--- src/rtl/addr_mode_sequencer_pkg.sv ---
// Shared definitions for the operand-fetch / effective-address sequencer:
// addressing-mode codes, arithmetic-unit opcodes and the sequencer states.
package addr_mode_sequencer_pkg;

    // 3-bit addressing-mode encoding presented on the mode input.
    localparam logic [2:0] MODE_ZP   = 3'd0;
    localparam logic [2:0] MODE_ZPX  = 3'd1;
    localparam logic [2:0] MODE_ZPY  = 3'd2;
    localparam logic [2:0] MODE_ABS  = 3'd3;
    localparam logic [2:0] MODE_ABSX = 3'd4;
    localparam logic [2:0] MODE_ABSY = 3'd5;
    localparam logic [2:0] MODE_INDX = 3'd6;
    localparam logic [2:0] MODE_INDY = 3'd7;

    // Arithmetic-unit opcodes. The sequencer only ever issues ADR0/ADR1;
    // ADC and LD belong to the execute path that shares the same unit.
    localparam logic [1:0] ALU_ADR0 = 2'b00;
    localparam logic [1:0] ALU_ADR1 = 2'b01;
    localparam logic [1:0] ALU_ADC  = 2'b10;
    localparam logic [1:0] ALU_LD   = 2'b11;

    // Sequencer states.
    typedef enum logic [2:0] {
        S_IDLE     = 3'd0,
        S_FETCH_LO = 3'd1,
        S_FETCH_HI = 3'd2,
        S_INDEX_LO = 3'd3,
        S_INDEX_HI = 3'd4,
        S_PTR_LO   = 3'd5,
        S_PTR_HI   = 3'd6,
        S_DONE     = 3'd7
    } seq_state_t;

    // Absolute modes carry a two-byte operand.
    function automatic logic is_abs_mode(input logic [2:0] m);
        return (m == MODE_ABS) || (m == MODE_ABSX) || (m == MODE_ABSY);
    endfunction

    // Modes whose low-byte add may carry into the high byte (page cross).
    function automatic logic uses_carry(input logic [2:0] m);
        return (m == MODE_ABSX) || (m == MODE_ABSY) || (m == MODE_INDY);
    endfunction

    // Modes indexed by X; every other indexed mode uses Y.
    function automatic logic index_uses_x(input logic [2:0] m);
        return (m == MODE_ZPX) || (m == MODE_ABSX) || (m == MODE_INDX);
    endfunction

endpackage

--- src/rtl/addr_mode_sequencer_if.sv ---
// Bus bundle between the execute control (master) and the address sequencer
// (slave): request, memory read port, borrowed arithmetic unit and result.
//
// Handshake: a request is presented by holding start=1 with mode/pc/x/y
// stable; it is taken on the rising edge where busy=0. While busy=1, start
// is ignored (never queued). Completion is a single-cycle ea_valid pulse
// carrying ea/page_cross/oper_len; there is no back-pressure on the result,
// and busy falls on the edge that ends the ea_valid cycle.
interface addr_mode_sequencer_if;
    import addr_mode_sequencer_pkg::*;

    // Request
    logic        start;
    logic [2:0]  mode;
    logic [15:0] pc;
    logic [7:0]  x;
    logic [7:0]  y;
    // Memory read port
    logic        mem_rd;
    logic [15:0] mem_addr;
    logic [7:0]  mem_data;
    // Borrowed arithmetic unit
    logic        alu_sel;
    logic [1:0]  alu_opcode;
    logic [7:0]  alu_a;
    logic [7:0]  alu_b;
    logic [7:0]  alu_out;
    logic        alu_carry;
    // Result
    logic [15:0] ea;
    logic        ea_valid;
    logic        page_cross;
    logic [1:0]  oper_len;
    logic        busy;

    modport master (
        output start, mode, pc, x, y, mem_data, alu_out, alu_carry,
        input  mem_rd, mem_addr, alu_sel, alu_opcode, alu_a, alu_b,
               ea, ea_valid, page_cross, oper_len, busy
    );

    modport slave (
        input  start, mode, pc, x, y, mem_data, alu_out, alu_carry,
        output mem_rd, mem_addr, alu_sel, alu_opcode, alu_a, alu_b,
               ea, ea_valid, page_cross, oper_len, busy
    );

endinterface

--- src/rtl/addr_mode_sequencer.sv ---
// Operand-fetch and effective-address sequencer for the 6502 addressing
// modes zp, zp,X, zp,Y, abs, abs,X, abs,Y, (zp,X) and (zp),Y. Fetches operand
// and pointer bytes, borrows the arithmetic unit for indexing (ADR0 low
// byte, ADR1 high byte plus carry) and reports a 16-bit effective address.
module addr_mode_sequencer
    import addr_mode_sequencer_pkg::*;
#(
    parameter logic [7:0] ZP_PAGE = 8'h00
) (
    input  logic                  clk,
    input  logic                  rst_n,
    addr_mode_sequencer_if.slave  bus,
    output seq_state_t            state_dbg
);

    seq_state_t  state;
    seq_state_t  next_state;

    // Request captured at start
    logic [2:0]  mode_q;
    logic [15:0] pc_q;
    logic [7:0]  x_q;
    logic [7:0]  y_q;

    // Working registers: address bytes, zero-page pointer, page-cross flag
    logic [7:0]  lo;
    logic [7:0]  hi;
    logic [7:0]  zp;
    logic        pc_flag;

    // Combinational output values
    logic        mem_rd_c;
    logic [15:0] mem_addr_c;
    logic        alu_sel_c;
    logic [1:0]  alu_op_c;
    logic [7:0]  alu_a_c;
    logic [7:0]  alu_b_c;
    logic [15:0] ea_c;
    logic        ea_valid_c;
    logic        page_cross_c;
    logic [1:0]  oper_len_c;

    logic [7:0]  zp_inc;
    logic [15:0] pc_inc;
    logic [7:0]  index_val;

    // Pointer high byte wraps inside the zero page; operand address wraps
    // across the full 16-bit space.
    assign zp_inc    = zp + 8'd1;
    assign pc_inc    = pc_q + 16'd1;
    assign index_val = index_used_x() ? x_q : y_q;

    function automatic logic index_used_x();
        return index_uses_x(mode_q);
    endfunction

    // State register.
    always_ff @(posedge clk or negedge rst_n) begin
        if (!rst_n) begin
            state <= S_IDLE;
        end else begin
            state <= next_state;
        end
    end

    // Next-state and output decode; unused buses are driven to zero.
    always_comb begin
        next_state   = state;
        mem_rd_c     = 1'b0;
        mem_addr_c   = 16'h0000;
        alu_sel_c    = 1'b0;
        alu_op_c     = ALU_ADR0;
        alu_a_c      = 8'h00;
        alu_b_c      = 8'h00;
        ea_c         = 16'h0000;
        ea_valid_c   = 1'b0;
        page_cross_c = 1'b0;
        oper_len_c   = 2'd0;

        case (state)
            S_IDLE: begin
                if (bus.start) begin
                    next_state = S_FETCH_LO;
                end
            end

            S_FETCH_LO: begin
                mem_rd_c   = 1'b1;
                mem_addr_c = pc_q;
                case (mode_q)
                    MODE_ZP:                        next_state = S_DONE;
                    MODE_ZPX, MODE_ZPY, MODE_INDX:  next_state = S_INDEX_LO;
                    MODE_ABS, MODE_ABSX, MODE_ABSY: next_state = S_FETCH_HI;
                    default:                        next_state = S_PTR_LO;
                endcase
            end

            S_FETCH_HI: begin
                mem_rd_c   = 1'b1;
                mem_addr_c = pc_inc;
                next_state = (mode_q == MODE_ABS) ? S_DONE : S_INDEX_LO;
            end

            S_INDEX_LO: begin
                alu_sel_c = 1'b1;
                alu_op_c  = ALU_ADR0;
                alu_a_c   = (mode_q == MODE_INDX) ? zp : lo;
                alu_b_c   = index_val;
                case (mode_q)
                    MODE_ZPX, MODE_ZPY: next_state = S_DONE;
                    MODE_INDX:          next_state = S_PTR_LO;
                    default:            next_state = S_INDEX_HI;
                endcase
            end

            // Always the cycle right after INDEX_LO: the unit's carry
            // register only holds the ADR0 carry for one cycle.
            S_INDEX_HI: begin
                alu_sel_c  = 1'b1;
                alu_op_c   = ALU_ADR1;
                alu_a_c    = 8'h00;
                alu_b_c    = hi;
                next_state = S_DONE;
            end

            S_PTR_LO: begin
                mem_rd_c   = 1'b1;
                mem_addr_c = {ZP_PAGE, zp};
                next_state = S_PTR_HI;
            end

            S_PTR_HI: begin
                mem_rd_c   = 1'b1;
                mem_addr_c = {ZP_PAGE, zp_inc};
                next_state = (mode_q == MODE_INDX) ? S_DONE : S_INDEX_LO;
            end

            S_DONE: begin
                ea_valid_c   = 1'b1;
                ea_c         = {hi, lo};
                page_cross_c = uses_carry(mode_q) & pc_flag;
                oper_len_c   = is_abs_mode(mode_q) ? 2'd2 : 2'd1;
                next_state   = S_IDLE;
            end

            default: begin
                next_state = S_IDLE;
            end
        endcase
    end

    // Datapath registers: request capture, fetched bytes and index results.
    always_ff @(posedge clk or negedge rst_n) begin
        if (!rst_n) begin
            mode_q  <= 3'd0;
            pc_q    <= 16'h0000;
            x_q     <= 8'h00;
            y_q     <= 8'h00;
            lo      <= 8'h00;
            hi      <= 8'h00;
            zp      <= 8'h00;
            pc_flag <= 1'b0;
        end else begin
            case (state)
                S_IDLE: begin
                    if (bus.start) begin
                        mode_q  <= bus.mode;
                        pc_q    <= bus.pc;
                        x_q     <= bus.x;
                        y_q     <= bus.y;
                        lo      <= 8'h00;
                        // Plain zp goes straight to DONE, so the zero page
                        // must already be in the high byte.
                        hi      <= ZP_PAGE;
                        zp      <= 8'h00;
                        pc_flag <= 1'b0;
                    end
                end

                S_FETCH_LO: begin
                    lo <= bus.mem_data;
                    zp <= bus.mem_data;
                end

                S_FETCH_HI: begin
                    hi <= bus.mem_data;
                end

                S_INDEX_LO: begin
                    if (mode_q == MODE_INDX) begin
                        zp <= bus.alu_out;
                    end else if ((mode_q == MODE_ZPX) || (mode_q == MODE_ZPY)) begin
                        // Zero-page indexing wraps: carry is dropped.
                        lo <= bus.alu_out;
                        hi <= ZP_PAGE;
                    end else begin
                        lo      <= bus.alu_out;
                        pc_flag <= bus.alu_carry;
                    end
                end

                S_INDEX_HI: begin
                    hi <= bus.alu_out;
                end

                S_PTR_LO: begin
                    lo <= bus.mem_data;
                end

                S_PTR_HI: begin
                    hi <= bus.mem_data;
                end

                default: begin
                end
            endcase
        end
    end

    assign bus.mem_rd     = mem_rd_c;
    assign bus.mem_addr   = mem_addr_c;
    assign bus.alu_sel    = alu_sel_c;
    assign bus.alu_opcode = alu_op_c;
    assign bus.alu_a      = alu_a_c;
    assign bus.alu_b      = alu_b_c;
    assign bus.ea         = ea_c;
    assign bus.ea_valid   = ea_valid_c;
    assign bus.page_cross = page_cross_c;
    assign bus.oper_len   = oper_len_c;
    assign bus.busy       = (state != S_IDLE);
    assign state_dbg      = state;

endmodule

--- src/flat_wrapper.sv ---
// flat-port wrapper written by rule: the top's interface ports become plain ports
module addr_mode_sequencer_flat import addr_mode_sequencer_pkg::*;
#(
    parameter logic [7:0] ZP_PAGE = 8'h00
)
  (clk, rst_n, state_dbg, bus_start, bus_mode, bus_pc, bus_x, bus_y, bus_mem_data, bus_alu_out, bus_alu_carry, bus_mem_rd, bus_mem_addr, bus_alu_sel, bus_alu_opcode, bus_alu_a, bus_alu_b, bus_ea, bus_ea_valid, bus_page_cross, bus_oper_len, bus_busy);
  addr_mode_sequencer_if bus_i ();
  input  logic clk;
  input  logic rst_n;
  output seq_state_t state_dbg;
  input wire logic [$bits(bus_i.start)-1:0] bus_start;
  input wire logic [$bits(bus_i.mode)-1:0] bus_mode;
  input wire logic [$bits(bus_i.pc)-1:0] bus_pc;
  input wire logic [$bits(bus_i.x)-1:0] bus_x;
  input wire logic [$bits(bus_i.y)-1:0] bus_y;
  input wire logic [$bits(bus_i.mem_data)-1:0] bus_mem_data;
  input wire logic [$bits(bus_i.alu_out)-1:0] bus_alu_out;
  input wire logic [$bits(bus_i.alu_carry)-1:0] bus_alu_carry;
  output wire logic [$bits(bus_i.mem_rd)-1:0] bus_mem_rd;
  output wire logic [$bits(bus_i.mem_addr)-1:0] bus_mem_addr;
  output wire logic [$bits(bus_i.alu_sel)-1:0] bus_alu_sel;
  output wire logic [$bits(bus_i.alu_opcode)-1:0] bus_alu_opcode;
  output wire logic [$bits(bus_i.alu_a)-1:0] bus_alu_a;
  output wire logic [$bits(bus_i.alu_b)-1:0] bus_alu_b;
  output wire logic [$bits(bus_i.ea)-1:0] bus_ea;
  output wire logic [$bits(bus_i.ea_valid)-1:0] bus_ea_valid;
  output wire logic [$bits(bus_i.page_cross)-1:0] bus_page_cross;
  output wire logic [$bits(bus_i.oper_len)-1:0] bus_oper_len;
  output wire logic [$bits(bus_i.busy)-1:0] bus_busy;
  assign bus_i.start = bus_start;
  assign bus_i.mode = bus_mode;
  assign bus_i.pc = bus_pc;
  assign bus_i.x = bus_x;
  assign bus_i.y = bus_y;
  assign bus_i.mem_data = bus_mem_data;
  assign bus_i.alu_out = bus_alu_out;
  assign bus_i.alu_carry = bus_alu_carry;
  assign bus_mem_rd = bus_i.mem_rd;
  assign bus_mem_addr = bus_i.mem_addr;
  assign bus_alu_sel = bus_i.alu_sel;
  assign bus_alu_opcode = bus_i.alu_opcode;
  assign bus_alu_a = bus_i.alu_a;
  assign bus_alu_b = bus_i.alu_b;
  assign bus_ea = bus_i.ea;
  assign bus_ea_valid = bus_i.ea_valid;
  assign bus_page_cross = bus_i.page_cross;
  assign bus_oper_len = bus_i.oper_len;
  assign bus_busy = bus_i.busy;
  addr_mode_sequencer #(.ZP_PAGE(ZP_PAGE)) u_core (.clk(clk), .rst_n(rst_n), .bus(bus_i), .state_dbg(state_dbg));
endmodule
--- config.mk ---
export PLATFORM = sky130hd
export DESIGN_NAME = addr_mode_sequencer_flat
export DESIGN_NICKNAME = d
export VERILOG_FILES = /design/src/rtl/addr_mode_sequencer_pkg.sv /design/src/rtl/addr_mode_sequencer_if.sv /design/src/rtl/addr_mode_sequencer.sv /design/src/flat_wrapper.sv
export SDC_FILE = /design/constraint.sdc
export NUM_CORES = 1
export LEC_CHECK = 0
export BUFFER_PORTS_ARGS = -buffer_cell sky130_fd_sc_hd__buf_2
export CORE_MARGIN = 2
export CORE_UTILIZATION = 50
export CTS_CLUSTER_SIZE = 8
export DETAILED_ROUTE_END_ITERATION = 8
export PLACE_DENSITY = 0.77
export SLEW_MARGIN = 10
export SYNTH_ARGS = -nofsm -noshare
export SYNTH_HDL_FRONTEND = slang
export SYNTH_SLANG_ARGS = --single-unit
export TNS_END_PERCENT = 5
--- constraint.sdc ---
create_clock -name clk -period 2.7 [get_ports clk]
set_clock_uncertainty 0.2 [all_clocks]
set_input_delay 0.405 -clock clk [delete_from_list [all_inputs] [get_ports clk]]
set_output_delay 0.405 -clock clk [all_outputs]
set_load 0.1 [all_outputs]
======== Word-level counts from Yosys, hierarchy flattened ========
Index checks and enable logic that the tools add are counted.
cells by class
  add/sub/neg operators ................... 2
  $mul .................................... 0
  divide/modulo/power cells ............... 0
  order comparisons ....................... 0
  equal/unequal tests ..................... 19
  shift-type cells ........................ 0
  mux-type cells .......................... 31
  bitwise gates (word level) .............. 1
  reduce and logical (&&, ||, !) cells .... 26
operators by type and width
  operator               count
  $mux 8                 8
  $pmux 16 s4            1
  $pmux 8 s3             2
  $pmux 8 s4             1
  $eq 3x3->1 const B     8
  $pmux 3 s8             1
  $add 16x1->16 const B  1
  $mux 16                1
  $pmux 8 s2             1
  $eq 3x2->1 const B     4
  $mux 3                 3
  $pmux 3 s3             1
  $reduce_bool 3->1      3
  $add 8x1->8 const B    1
  $mux 1                 8
  $reduce_and 4->1       2
  $reduce_or 2->1        4
  $logic_or 1x1->1       7
  $eq 3x1->1 const B     2
  $logic_not 3->1        2
  $ne 2x2->1 const B     3
  $reduce_and 3->1       2
  $reduce_or 3->1        2
  $mux 2                 2
  8 further kinds        9
word-level totals
  bits in registers ....................... 63
  bits in latches ......................... 0
  memory bits (writable) .................. 0
  bits in read-only memories .............. 0
  bits of input ports ..................... 55
  output and inout bits ................... 60
  word-level logic and storage cells ...... 88
  memories ................................ 0

======== Longest topological paths before layout ========
  depth in word-level cells ............... 5
  gate-level depth with buffers ........... 8
  mapped depth without buffers ............ 6

======== Least setup slack after synthesis ========
No wires, ideal clock.
  path type ............................... reg-to-output
  start point ............................. register u_core.state[0] (netlist: u_core.state_dbg[0])
  end point ............................... output port bus_mem_addr[9]
  data arrival time ....................... 4762 ps
  data required time ...................... 2095 ps
  slack ................................... -2667 ps
  cell stages (with the launch flop) ...... 6
  buffers on the path ..................... 1
  cell sequence ........................... dfrtp_1 -> inv_1 -> ha_1 -> buf_2 -> inv_1 -> a311oi_1
on the way
  word-level cells in the longest chain between the ends .. 2
  elaborated cells between the ends (all ways) .. 5
  those cells by class .................... eq/ne (4); mux (1)
RTL lines
  item                                RTL line                   RTL
  start: declaration                  addr_mode_sequencer.sv:16  seq_state_t state;
  start signal: assignment            addr_mode_sequencer.sv:62  state <= next_state;
  $eq 3x3->1 (tied with other cells)  addr_mode_sequencer.sv:80  case (state)
  $pmux 16 s4 (*)                     addr_mode_sequencer.sv:80
  end: declaration                    flat_wrapper.sv:20         output wire logic [$bits(bus_i.mem_addr)-1:0] bus_mem_addr;
Mark *: on every way between the ends. The rest lies on a longest branch, timed or not.

======== Final worst setup path ========
  start point ............................. register u_core.pc_q[4]
  end point ............................... output port bus_mem_addr[15]
on the way
  word-level cells in the longest chain between the ends .. 2
RTL lines
  item                      RTL line                    RTL
  start: declaration        addr_mode_sequencer.sv:21   logic [15:0] pc_q;
  start signal: assignment  addr_mode_sequencer.sv:168  pc_q <= bus.pc;
  $add 16x1->16             addr_mode_sequencer.sv:50   assign pc_inc = pc_q + 16'd1;
  $pmux 16 s4               addr_mode_sequencer.sv:80
Every way passes these cells.

==> PnR_summary.wiki <==
{| class="wikitable"
! Metric !! Value
|-
| Critical path data arrival time || 2.26 ns
|-
| Number of enable-type register cells in the synthesized netlist || 0
|-
| Type of the setup path with the least slack || flip-flop to output port
|-
| Final setup viols || 8
|-
| HPWL after detailed placement || 8980 um
|-
| Clock root cell || sky130_fd_sc_hd__clkbuf_8
|-
| Period utilisation layout || 1.06
|-
| Number of remaining DRC errors || 0
|-
| Post-synth cell types || 58
|-
| Clock slew seen by the registers of the worst setup and hold paths || 0.07 ns
|-
| Number of placement rows || 32
|-
| Final-report max-slew violation count || 0
|-
| Post-layout minimum cycle time || 2.86 ns
|-
| Core region area || 7810 um2
|-
| Cell count of the worst hold path || 2
|-
| Maximum capacitance violations || 0
|-
| Proportion of synthesized chip area in sequential cells || 0.389
|-
| Residual overflow from global routing || 0
|-
| Number of hold violations in the final report || 0
|-
| Number of antenna violations at the first check in global routing || 0
|-
| Library cell with the largest summed area after synthesis || sky130_fd_sc_hd__dfrtp_1
|-
| Launch point of the worst reg-to-reg path || u_core.state_dbg[1]
|-
| Global-route wire length before repair || 19000 um
|-
| Net count reported at finish || 598
|-
| H-tree lvl count || 3
|-
| Worst EP required || 2.10 ns
|-
| Async set or reset register ratio after synthesis || 1.00
|-
| Relative area change from synthesis to final layout || 49.3%
|-
| Accumulated negative setup slack || -0.317 ns
|-
| Height of the chip || 94.1 um
|-
| Wire length per cell after detailed routing || 19.4 um
|-
| R2R cell count || 5
|-
| Slew HR || 0.548
|-
| Min-Delay Path Class || primary input to flip-flop
|-
| Achievable Freq || 0.349 GHz
|-
| Worst setup SP type || flip-flop
|-
| Number of global-route vias before repair || 3818
|-
| Vias per std cell || 6.14
|-
| Synthesized Nets || 473
|-
| Antenna cell count || 0
|-
| # clock sinks || 63
|-
| Slew at the pin closest to its max-slew limit || 0.677 ns
|-
| CP Capture Type || output port
|-
| RePlAce Congestion || 0.854
|-
| Total length of routed wires || 12500 um
|-
| Total area of sequential cells || 1600 um2
|-
| Largest net degree at the start of global routing || 45
|-
| Post-synthesis register bit count || 63
|-
| Maximum fanout encountered on the critical timing path || 4
|-
| Worst-case clock buffer depth || 2
|-
| Primary flip-flop cell chosen by synthesis mapping || sky130_fd_sc_hd__dfrtp_1
|-
| Clock tree from TritonCTS || done
|-
| Share of the synthesized area in the top cell type || 0.389
|-
| Combined area of the multi-input logic cells || 2660 um2
|-
| CTS buffer count || 9
|-
| Total routing resource utilization after global routing || 0.276
|-
| Core utilization of the finished layout || 0.776
|-
| Top cells by count, synth || 63 x sky130_fd_sc_hd__dfrtp_1, 45 x sky130_fd_sc_hd__mux2_2, 28 x sky130_fd_sc_hd__a22o_1, 28 x sky130_fd_sc_hd__nand2_1
|-
| Antenna-violating nets left || 0
|-
| Most area-consuming cells after synthesis || sky130_fd_sc_hd__dfrtp_1 39%, sky130_fd_sc_hd__mux2_2 12%, sky130_fd_sc_hd__a22o_1 6.0%, sky130_fd_sc_hd__mux2_4 3.0%, sky130_fd_sc_hd__and3_1 2.8%
|-
| 1st-pass router iterations || 5
|-
| Post-Syn Area || 4060 um2
|-
| Final-layout fill cell count || 493
|-
| Boundary Pins || 115
|-
| Layout cell share with drive strength beyond 1 || 0.530
|-
| Failing checks || setup timing
|-
| Unrepaired setup endpoints after global routing || yes
|-
| Number of warnings issued by yosys || 0
|-
| Worst Min Path Start || bus_mode[1]
|-
| Clock Latency Late Sink || 0.34 ns
|-
| Most frequent cell after synthesis || sky130_fd_sc_hd__dfrtp_1
|-
| Syn Area/Cell || 9.85 um2
|-
| FF-to-FF End || u_core.hi[7]
|-
| Starting DRC count in detailed routing || 406
|-
| DIE AREA || 8850 um2
|-
| Worst slack after detailed placement || 0.129 ns
|-
| PortBufs || 113
|-
| Gate count after technology mapping || 412
|-
| Worst Slack Setup Final || -0.164 ns
|-
| Status || finished with violations
|-
| WHS Endpoint || u_core.mode_q[1]
|-
| Routed vias || 3957
|-
| Register-to-register setup slack || 0.21 ns
|-
| Initial standard-cell utilization of the core || 0.520
|-
| Die width || 94.1 um
|}
==> logic make-up after synthesis <==
logic type / after synthesis / share of synthesized area
other cells: 1 / 0.000924
xor+xnor: 3 / 0.00648
compound gates: 115 / 0.205
flops: 63 / 0.389
simple gates: 119 / 0.153
buf+inv: 42 / 0.0487
fa+ha+maj: 6 / 0.0185
mux: 63 / 0.179
==> cell type report <==
class | count | share of cell area
clock inverters | 5 | 0.00537
well taps | 102 | 0.0211
inverters | 8 | 0.00702
multi-input cells | 307 | 0.439
clock buffers | 11 | 0.0250
flip-flops and latches | 63 | 0.264
repair buffers | 148 | 0.239
==> through the flow <==
step	area [um2]	cells	hold slack [ns]
6_report	6060	644	0.0887
5_1_grt	6060	644	0.0896
4_1_cts	5820	635	0.0846
3_5_place_dp	5600	618	0.197
3_3_place_gp	5600	618	0.191
2_1_floorplan	4320	412	-0.0906
==> critical path: stages (launching register included) <==
cell and delay (ns):
sky130_fd_sc_hd__dfrtp_1 0.40, sky130_fd_sc_hd__nand4_1 0.22, sky130_fd_sc_hd__or3_4 0.47, sky130_fd_sc_hd__or4_4 0.55
sky130_fd_sc_hd__nand3_4 0.11, sky130_fd_sc_hd__buf_12 0.17
==> placed cells by master (no fill, tap or decap), types with 6 or more instances in the layout <==
cell,count
sky130_fd_sc_hd__nand3_1,11
sky130_fd_sc_hd__mux2_2,45
sky130_fd_sc_hd__or3_1,6
sky130_fd_sc_hd__a21oi_1,18
sky130_fd_sc_hd__mux2i_1,10
sky130_fd_sc_hd__o21ai_2,9
sky130_fd_sc_hd__buf_4,27
sky130_fd_sc_hd__dfrtp_1,52
sky130_fd_sc_hd__mux2_4,8
sky130_fd_sc_hd__nand2_1,26
sky130_fd_sc_hd__buf_12,40
sky130_fd_sc_hd__and3_1,17
sky130_fd_sc_hd__a22o_1,28
sky130_fd_sc_hd__nor2_1,15
sky130_fd_sc_hd__a22oi_1,9
sky130_fd_sc_hd__clkbuf_8,11
sky130_fd_sc_hd__dfrtp_2,8
sky130_fd_sc_hd__a31oi_4,6
sky130_fd_sc_hd__o21ai_0,8
sky130_fd_sc_hd__buf_2,75
==> worst max path at each step <==
stage                              startpoint               end  slack (ns)  cells past startpoint
after floorplan           u_core.state_dbg[0]   bus_mem_addr[9]       -0.41                      5
after global placement    u_core.state_dbg[1]      bus_alu_a[2]        0.24                      5
after detailed placement  u_core.state_dbg[0]  bus_mem_addr[10]        0.13                      8
after CTS                 u_core.state_dbg[0]   bus_mem_addr[5]       -0.11                      7
after global routing           u_core.pc_q[4]  bus_mem_addr[15]       -0.18                      5
final                          u_core.pc_q[4]  bus_mem_addr[15]       -0.16                      5
==> flip-flops by register name, indices dropped and copies added (netlist names) <==
signal and cells:
u_core.x_q 8, u_core.pc_q 16, u_core.lo 8, u_core.state_dbg 3, u_core.hi 8, u_core.y_q 8
u_core.zp 8, u_core.pc_flag 1, u_core.mode_q 3
==> repair_timing <==
item                                   in CTS  in global routing
buffers inserted                            0                  9
pin swaps                                   3                 13
endpoints found under the hold margin      19                  0
resized for setup                          11                 42
hold buffers                                1                  0
setup endpoints to repair                  23                 31
==> routing by layer <==
layer,vias up,track usage,part of all wire
met5,-,0,0
met4,0,0.118,0.042
met3,50,0.0474,0.074
met2,212,0.467,0.49
met1,1906,0.348,0.39
li1,1789,-,-
Power is left out: the tool's default activity adds up to more than one toggle a clock period on the data nets, which glitch-free logic cannot reach.
